===== src/rtl/router_pkg.sv =====
// Shared types and constants for the 1x3 router: FSM state encoding,
// address width and the reserved destination address.
package router_pkg;

  localparam int NUM_PORTS = 3;
  localparam int ADDR_W    = 2;

  localparam logic [ADDR_W-1:0] INVALID_ADDR = 2'b11;

  typedef enum logic [2:0] {
    DECODE_ADDRESS     = 3'd0,
    LOAD_FIRST_DATA    = 3'd1,
    LOAD_DATA          = 3'd2,
    LOAD_PARITY        = 3'd3,
    FIFO_FULL_STATE    = 3'd4,
    LOAD_AFTER_FULL    = 3'd5,
    WAIT_TILL_EMPTY    = 3'd6,
    CHECK_PARITY_ERROR = 3'd7
  } state_t;

endpackage


===== src/rtl/router_fsm.sv =====
// Packet-level controller for the 1x3 router: header decode, payload load,
// FIFO-full stall, parity load/check, with a latched destination address.
module router_fsm
  import router_pkg::*;
(
  input  logic              clk,
  input  logic              resetn,
  input  logic              pkt_valid,
  input  logic [ADDR_W-1:0] data_in,
  input  logic              fifo_full,
  input  logic              fifo_empty_0,
  input  logic              fifo_empty_1,
  input  logic              fifo_empty_2,
  input  logic              soft_reset_0,
  input  logic              soft_reset_1,
  input  logic              soft_reset_2,
  input  logic              parity_done,
  input  logic              low_pkt_valid,
  output logic              detect_add,
  output logic              lfd_state,
  output logic              ld_state,
  output logic              laf_state,
  output logic              full_state,
  output logic              write_enb_reg,
  output logic              rst_int_reg,
  output logic              busy
);

  state_t            state, state_nxt;
  logic [ADDR_W-1:0] addr_q;
  logic              sel_empty, sel_soft, hdr_empty;

  // NOTE: sequential state uses non-blocking assignments so every flop
  // samples pre-edge values regardless of process evaluation order.
  always_ff @(posedge clk or negedge resetn) begin
    if (!resetn) begin
      state  <= DECODE_ADDRESS;
      addr_q <= '0;
    end else begin
      state <= state_nxt;
      // The reserved address is dropped, so it never replaces a valid latch.
      if (state == DECODE_ADDRESS && pkt_valid && data_in != INVALID_ADDR)
        addr_q <= data_in;
    end
  end

  // NOTE: every combinational output gets a default first so no path
  // through the case leaves it unassigned, which would infer a latch.
  always_comb begin
    sel_empty = 1'b0;
    sel_soft  = 1'b0;
    hdr_empty = 1'b0;
    case (addr_q)
      2'd0:    begin sel_empty = fifo_empty_0; sel_soft = soft_reset_0; end
      2'd1:    begin sel_empty = fifo_empty_1; sel_soft = soft_reset_1; end
      2'd2:    begin sel_empty = fifo_empty_2; sel_soft = soft_reset_2; end
      default: begin sel_empty = 1'b0;         sel_soft = 1'b0;         end
    endcase
    // Header decode looks at the live address so there is no latch latency.
    case (data_in)
      2'd0:    hdr_empty = fifo_empty_0;
      2'd1:    hdr_empty = fifo_empty_1;
      2'd2:    hdr_empty = fifo_empty_2;
      default: hdr_empty = 1'b0;
    endcase
  end

  always_comb begin
    state_nxt = DECODE_ADDRESS;
    if (state != DECODE_ADDRESS && sel_soft) begin
      state_nxt = DECODE_ADDRESS;
    end else begin
      case (state)
        DECODE_ADDRESS: begin
          if (pkt_valid && data_in != INVALID_ADDR)
            state_nxt = hdr_empty ? LOAD_FIRST_DATA : WAIT_TILL_EMPTY;
          else
            state_nxt = DECODE_ADDRESS;
        end
        WAIT_TILL_EMPTY: state_nxt = sel_empty ? LOAD_FIRST_DATA : WAIT_TILL_EMPTY;
        LOAD_FIRST_DATA: state_nxt = LOAD_DATA;
        LOAD_DATA: begin
          if (fifo_full)       state_nxt = FIFO_FULL_STATE;
          else if (!pkt_valid) state_nxt = LOAD_PARITY;
          else                 state_nxt = LOAD_DATA;
        end
        FIFO_FULL_STATE: state_nxt = fifo_full ? FIFO_FULL_STATE : LOAD_AFTER_FULL;
        LOAD_AFTER_FULL: begin
          if (parity_done)        state_nxt = DECODE_ADDRESS;
          else if (low_pkt_valid) state_nxt = LOAD_PARITY;
          else                    state_nxt = LOAD_DATA;
        end
        LOAD_PARITY:        state_nxt = CHECK_PARITY_ERROR;
        CHECK_PARITY_ERROR: state_nxt = fifo_full ? FIFO_FULL_STATE : DECODE_ADDRESS;
        default:            state_nxt = DECODE_ADDRESS;
      endcase
    end
  end

  always_comb begin
    detect_add    = 1'b0;
    lfd_state     = 1'b0;
    ld_state      = 1'b0;
    laf_state     = 1'b0;
    full_state    = 1'b0;
    rst_int_reg   = 1'b0;
    write_enb_reg = 1'b0;
    busy          = 1'b1;
    case (state)
      DECODE_ADDRESS:     begin detect_add = 1'b1; busy = 1'b0; end
      LOAD_FIRST_DATA:    lfd_state = 1'b1;
      LOAD_DATA:          begin ld_state = 1'b1; write_enb_reg = 1'b1; busy = 1'b0; end
      LOAD_PARITY:        write_enb_reg = 1'b1;
      FIFO_FULL_STATE:    full_state = 1'b1;
      LOAD_AFTER_FULL:    begin laf_state = 1'b1; write_enb_reg = 1'b1; end
      WAIT_TILL_EMPTY:    ;
      CHECK_PARITY_ERROR: rst_int_reg = 1'b1;
      default:            begin detect_add = 1'b1; busy = 1'b0; end
    endcase
  end

endmodule


===== config.mk =====
export PLATFORM = sky130hd
export DESIGN_NAME = router_fsm
export DESIGN_NICKNAME = d
export VERILOG_FILES = /design/src/rtl/router_pkg.sv /design/src/rtl/router_fsm.sv
export SDC_FILE = /design/constraint.sdc
export NUM_CORES = 1
export LEC_CHECK = 0
export CAP_MARGIN = 5
export CORE_AREA = 3 3 40 42
export CTS_BUF_LIST = sky130_fd_sc_hd__clkbuf_4
export CTS_CLUSTER_SIZE = 20
export DETAILED_ROUTE_END_ITERATION = 12
export DIE_AREA = 0 0 43 45
export DONT_BUFFER_PORTS = 1
export PLACE_DENSITY = 0.44
export SYNTH_ARGS = -nofsm -noshare
export SYNTH_HDL_FRONTEND = slang
export SYNTH_SLANG_ARGS = --single-unit

===== constraint.sdc =====
create_clock -name clk -period 3.9 [get_ports clk]
set_clock_uncertainty 0.15 [all_clocks]
set_input_delay 0.39 -clock clk [delete_from_list [all_inputs] [get_ports clk]]
set_output_delay 0.39 -clock clk [all_outputs]
set_load 0.02 [all_outputs]

* Yosys cells after proc, flatten, opt, wreduce, memory -nomap -nowiden
Index checks and enable logic that the tools add are counted.
** Operators by class
- Equality and inequality tests :: 12
- Muxes and demuxes :: 22
- Reductions and logical operators :: 10
** Operators with widths (number)
- 3-bit case mux with 8 select lines :: 1
- 3-bit 2-to-1 mux :: 6
- 3-bit == test, second input constant :: 4
- 1-bit 2-to-1 mux :: 11
- 1-bit case mux with 3 select lines :: 3
- 3-bit by 2-bit == test with 1-bit output, second input constant :: 2
- 2-bit by 1-bit == test with 1-bit output, second input constant :: 2
- 2-bit == test, second input constant :: 2
- 1-bit logical AND :: 4
- 2-bit zero test :: 2
- 3-bit by 1-bit == test with 1-bit output, second input constant :: 1
- 3-bit zero test :: 1
- 3-bit nonzero test :: 1
- 3-bit OR reduction :: 1
- 2-bit 2-to-1 mux :: 1
- 2-bit inequality test, second input constant :: 1
- 2-bit OR reduction :: 1
** Storage, ports and cells
- Register bits :: 5
- Input bits :: 14
- Output and inout port bits :: 8
- Word-level logic and storage cells :: 46

* Depth between registers and ports, before layout
- Depth in word-level cells :: 6
- Depth in mapped cells :: 5
- Gate-level depth less buffers :: 4

* Least setup slack after synthesis
Ideal clock, no wire load.
- Path type :: register to register
- Start point :: register state[0]
- End point :: register state[2]
- Setup time :: 0.120 ns
- Data arrival time :: 1.525 ns
- Required time :: 3.630 ns
- Setup slack :: 2.106 ns
- Stages on the path, launching flop included :: 6
- Buffers on the path :: 1
- Clock period less this slack :: 1.794 ns
- Path through :: dfrtp_1 -> clkbuf_1 -> or2_1 -> nor2_1 -> a22oi_1 -> and3_1
** Between the ends
- Longest elaborated chain between the ends :: 3
- Elaborated cells between the ends (all ways) :: 12
- Classes of those cells :: 7 x eq/ne; 2 x mux; 3 x reduce/logical
** RTL lines
- start: declaration :: line router_fsm.sv:29 : state_t state, state_nxt;
- start signal: assignment :: line router_fsm.sv:40 : state <= state_nxt;
- 3-bit == test, or another cell as far along :: line router_fsm.sv:73 : case (state)
- 3-bit case mux with 8 select lines or 1-bit logical AND (tied branches) :: line router_fsm.sv:73, router_fsm.sv:70
- 3-bit 2-to-1 mux * :: line router_fsm.sv:70 : if (state != DECODE_ADDRESS && sel_soft) begin
- via state_nxt[2] :: line router_fsm.sv:29
Mark *: on every way through the listed nets, which the timed path passes. The rest lies on a longest branch.
A chain may end at the register's enable or synchronous reset.

* Worst setup path after layout
- Start point :: register state[0]
- End point :: output ld_state
** Between the ends
- Longest elaborated chain between the ends :: 2
** RTL lines
- 3-bit by 2-bit == test with 1-bit output :: line router_fsm.sv:109 : case (state)
- 1-bit 2-to-1 mux :: line router_fsm.sv:109
- end: declaration :: line router_fsm.sv:21 : output logic ld_state,
Every way passes these cells.

==> impl_metrics.py <==
metrics = {
    "clocking": {
        "cts_inserted_buffers": 3,
        "htree_num_levels": 1,
        "cts_tree": "done",
        "post-cts-setup-buffer-count": 0,
        "cts.sinks": 5,
        "clock_latency_ns": 0.23,
        "ctsResizeCount": 0,
        "cts.clk_slew.worst_paths_ns": 0.04,
        "root_buffer": "clkbuf_4",
        "clk_path_buf_depth": 2,
    },
    "critical_path": {
        "kind_of_start_point_of_the_critical_path": "flip-flop",
        "timing.critical_path.buf_inv": 0,
        "path_cells": "or2_1 > nor2_1",
        "critical_path.max_stage_delay_ns": 0.47,
        "startpoint_to_endpoint_class_of_the_critical_path": "flip-flop to output pin",
        "timing.critical_path.to_type": "output pin",
        "cp_data_required_time_ns": 3.36,
        "path_depth": 2,
        "critical_path_arrival_ns": 1.49,
        "worst_path_max_delay_cell": "dfrtp_1",
        "critical_path.top_delay_family": "simple AND/OR/NAND/NOR gates",
        "r2r.worst_path.cells": 4,
        "path_max_fanout": 11,
    },
    "timing": {
        "worst_rel_slew_slack": 0.563,
        "tightestPinTransition_ns": 0.650,
        "final.setup.worst_slack_ns": 1.87,
        "final_max_slew_viol_count": 0,
        "timing.setup.tns_ns": 0,
        "timing.final.hold_violations": 0,
        "fmax_ghz": 0.493,
        "min_period_over_period": 0.520,
        "finalSetupViolations": 0,
        "setup_repair_after_global_routing_missed_its_margin": "no",
        "post-route-min-period_ns": 2.03,
    },
    "layout": {
        "postLayoutCoreUtil": 0.373,
        "multi_input_combinational_cell_area_um2": 284,
        "area_growth_syn_to_layout_pct": 12.0,
        "nFillCells": 145,
        "layout_commonest_cell": "o21ai_0",
        "insertedDiodeCount": 0,
        "share_of_final_layout_standard_cells_stronger_than_drive_strength_1": 0.204,
        "nets": 69,
        "seq_area_um2": 125,
        "commonest_cells_after_routing_fill_and_taps_aside": "o21ai_0 (6), dfrtp_1 (5), nor2_1 (4), clkbuf_4 (4)",
    },
    "global_routing": {
        "antenna_violations_before_repair": 0,
        "grt_max_degree": 13,
        "grt_first_pass_wirelength_um": 1710,
        "grt_usage": 0.121,
        "overflow_left_after_global_routing": 0,
        "first_global_vias": 426,
    },
    "synthesis": {
        "syn_nets": 65,
        "synth.avg_cell_area_um2": 8.39,
        "yosys_register_bits": 5,
        "syn-instance-count": 51,
        "fraction_of_the_yosys_area_taken_by_sequential_cells": 0.292,
        "yosys_warnings": 0,
        "synthDistinctLibCells": 27,
        "synthesis.area_um2": 428,
    },
    "worst_hold_path": {
        "hold-path-cell-count": 1,
        "worstHoldPathType": "input port to flip-flop",
    },
    "floorplanning": {
        "design.die.area_mm2": 0.00194,
        "num_rows": 13,
        "die_h_um": 45,
        "floorplan.initialDensity": 0.333,
        "core_area_mm2": 0.00128,
        "fp.dieW_um": 43,
        "num_io_pins": 22,
    },
    "power_and_ir_drop": {
        "p_seq_frac": 0.313,
        "power_frac_clock": 0.161,
        "total_leakage_power_uw": 0.000209,
        "power_switching_share": 0.479,
        "total_power_uw": 402,
        "intPower_uw": 209,
        "combinationalPowerShare": 0.526,
        "p_per_area_mw_per_mm2": 839,
        "power.switching_uw": 193,
        "vdd_drop_max_v": 0.000260,
    },
    "placement": {
        "dpl.hpwl_um": 895,
        "port-buffer-count": 0,
        "dp_worst_setup_slack_ns": 2.00,
        "finalWeightedCongestion": 0.760,
    },
    "routing": {
        "avgRoutedWirePerCell_um": 15.6,
        "detailedRoute.firstIterationViolations": 4,
        "wirelength_um": 1080,
        "avgViaCountPerCell": 6.06,
        "drcViolationCount": 0,
        "drtAntennaViolNets": 0,
        "routed-via-count": 418,
        "detailed_router_iteration_count_before_antenna_repair": 4,
    },
    "run": {
        "drv_cap": 0,
    },
    "status": {
        "status": "complete, no violations",
    },
}
[Yosys cell counts]
cell type / count / share of area
o311ai_0: 1 / 0.020
clkbuf_1: 2 / 0.018
inv_1: 3 / 0.026
o22a_2: 2 / 0.047
nand2_1: 1 / 0.0088
nand2b_1: 3 / 0.044
or4b_4: 1 / 0.032
dfrtp_1: 5 / 0.29
nor3_1: 1 / 0.012
a22o_1: 1 / 0.020
and3_2: 2 / 0.035
and2_1: 1 / 0.015
o21ai_1: 1 / 0.012
a221o_2: 1 / 0.026
nand2b_4: 1 / 0.032
or2_1: 1 / 0.015
a21oi_1: 2 / 0.023
o21ai_0: 6 / 0.070
and3_1: 2 / 0.029
nor2_1: 4 / 0.035
nand3b_1: 2 / 0.035
a21o_1: 1 / 0.018
mux2i_1: 2 / 0.047
or3_1: 1 / 0.015
o221ai_1: 1 / 0.020
nor3b_1: 1 / 0.018
a22oi_1: 2 / 0.035
[path summary, 6_finish.rpt]
path / slack [ns] / startpoint / endpoint
min: 0.15 / data_in[0] / addr_q[0]$_DFFE_PN0P_
max in group asynchronous: 3.12 / resetn / state[2]$_DFF_PN0_
max reg2reg: 2.00 / state[0]$_DFF_PN0_ / state[2]$_DFF_PN0_
max: 1.87 / state[0]$_DFF_PN0_ / ld_state
min in group asynchronous: 0.29 / resetn / addr_q[1]$_DFFE_PN0P_
min reg2reg: 0.43 / addr_q[0]$_DFFE_PN0P_ / addr_q[0]$_DFFE_PN0P_
[flip-flops by register name (all words and copies together), names as in the netlist]
signal	cells
state	3
addr_q	2
[metrics by stage]
stage,hold WS [ns],cell area [um2],cells
floorplan,-0.0556,428,51
global placement,-0.0555,439,64
detailed placement,-0.0555,439,64
CTS,0.145,479,69
global route,0.132,479,69
finish,0.155,479,69
[worst reg2reg max path: cells and delay by family (launching register included)]
kind,cells,cell delay (ns)
and+or+nand+nor,3,0.99
AOI/OAI and AO/OA,1,0.18
DFF,1,0.47
[power by group through the flow]
stage	combinational, uW	sequential (uW)	clock [uW]
detailed placement	212	126	0
floorplan	200	99.9	0
global placement	210	122	0
finish	211	126	64.7
global route	234	133	75.8
CTS	214	125	68.7
[area by class of cell]
cell class,count,area share
Timing Repair Buffer,1,0.0209
Multi-Input combinational cell,41,0.593
Inverter,3,0.0235
Clock buffer,4,0.0627
Tap cell,15,0.0392
Sequential cell,5,0.261
[metal layers]
metal  vias up  track usage  wire [um]
met5         -            0          0
met4         0       0.0843          8
met3         2       0.0478         90
met2        17        0.210        578
met1       201        0.117        400
li1        198            -          -
[cells by family after synthesis]
kind of cell,after synthesis,share of synthesized area
muxes,2,0.0468
AOI/OAI and AO/OA,18,0.292
and+or+nand+nor,21,0.325
buffers and inverters,5,0.0439
DFF,5,0.292
[repair_timing]
item	in CTS	in global routing
hold endpoints to repair	5	0
hold buffers	1	0
endpoints found under the setup margin	0	0
Power figures use the tool's default switching activity.
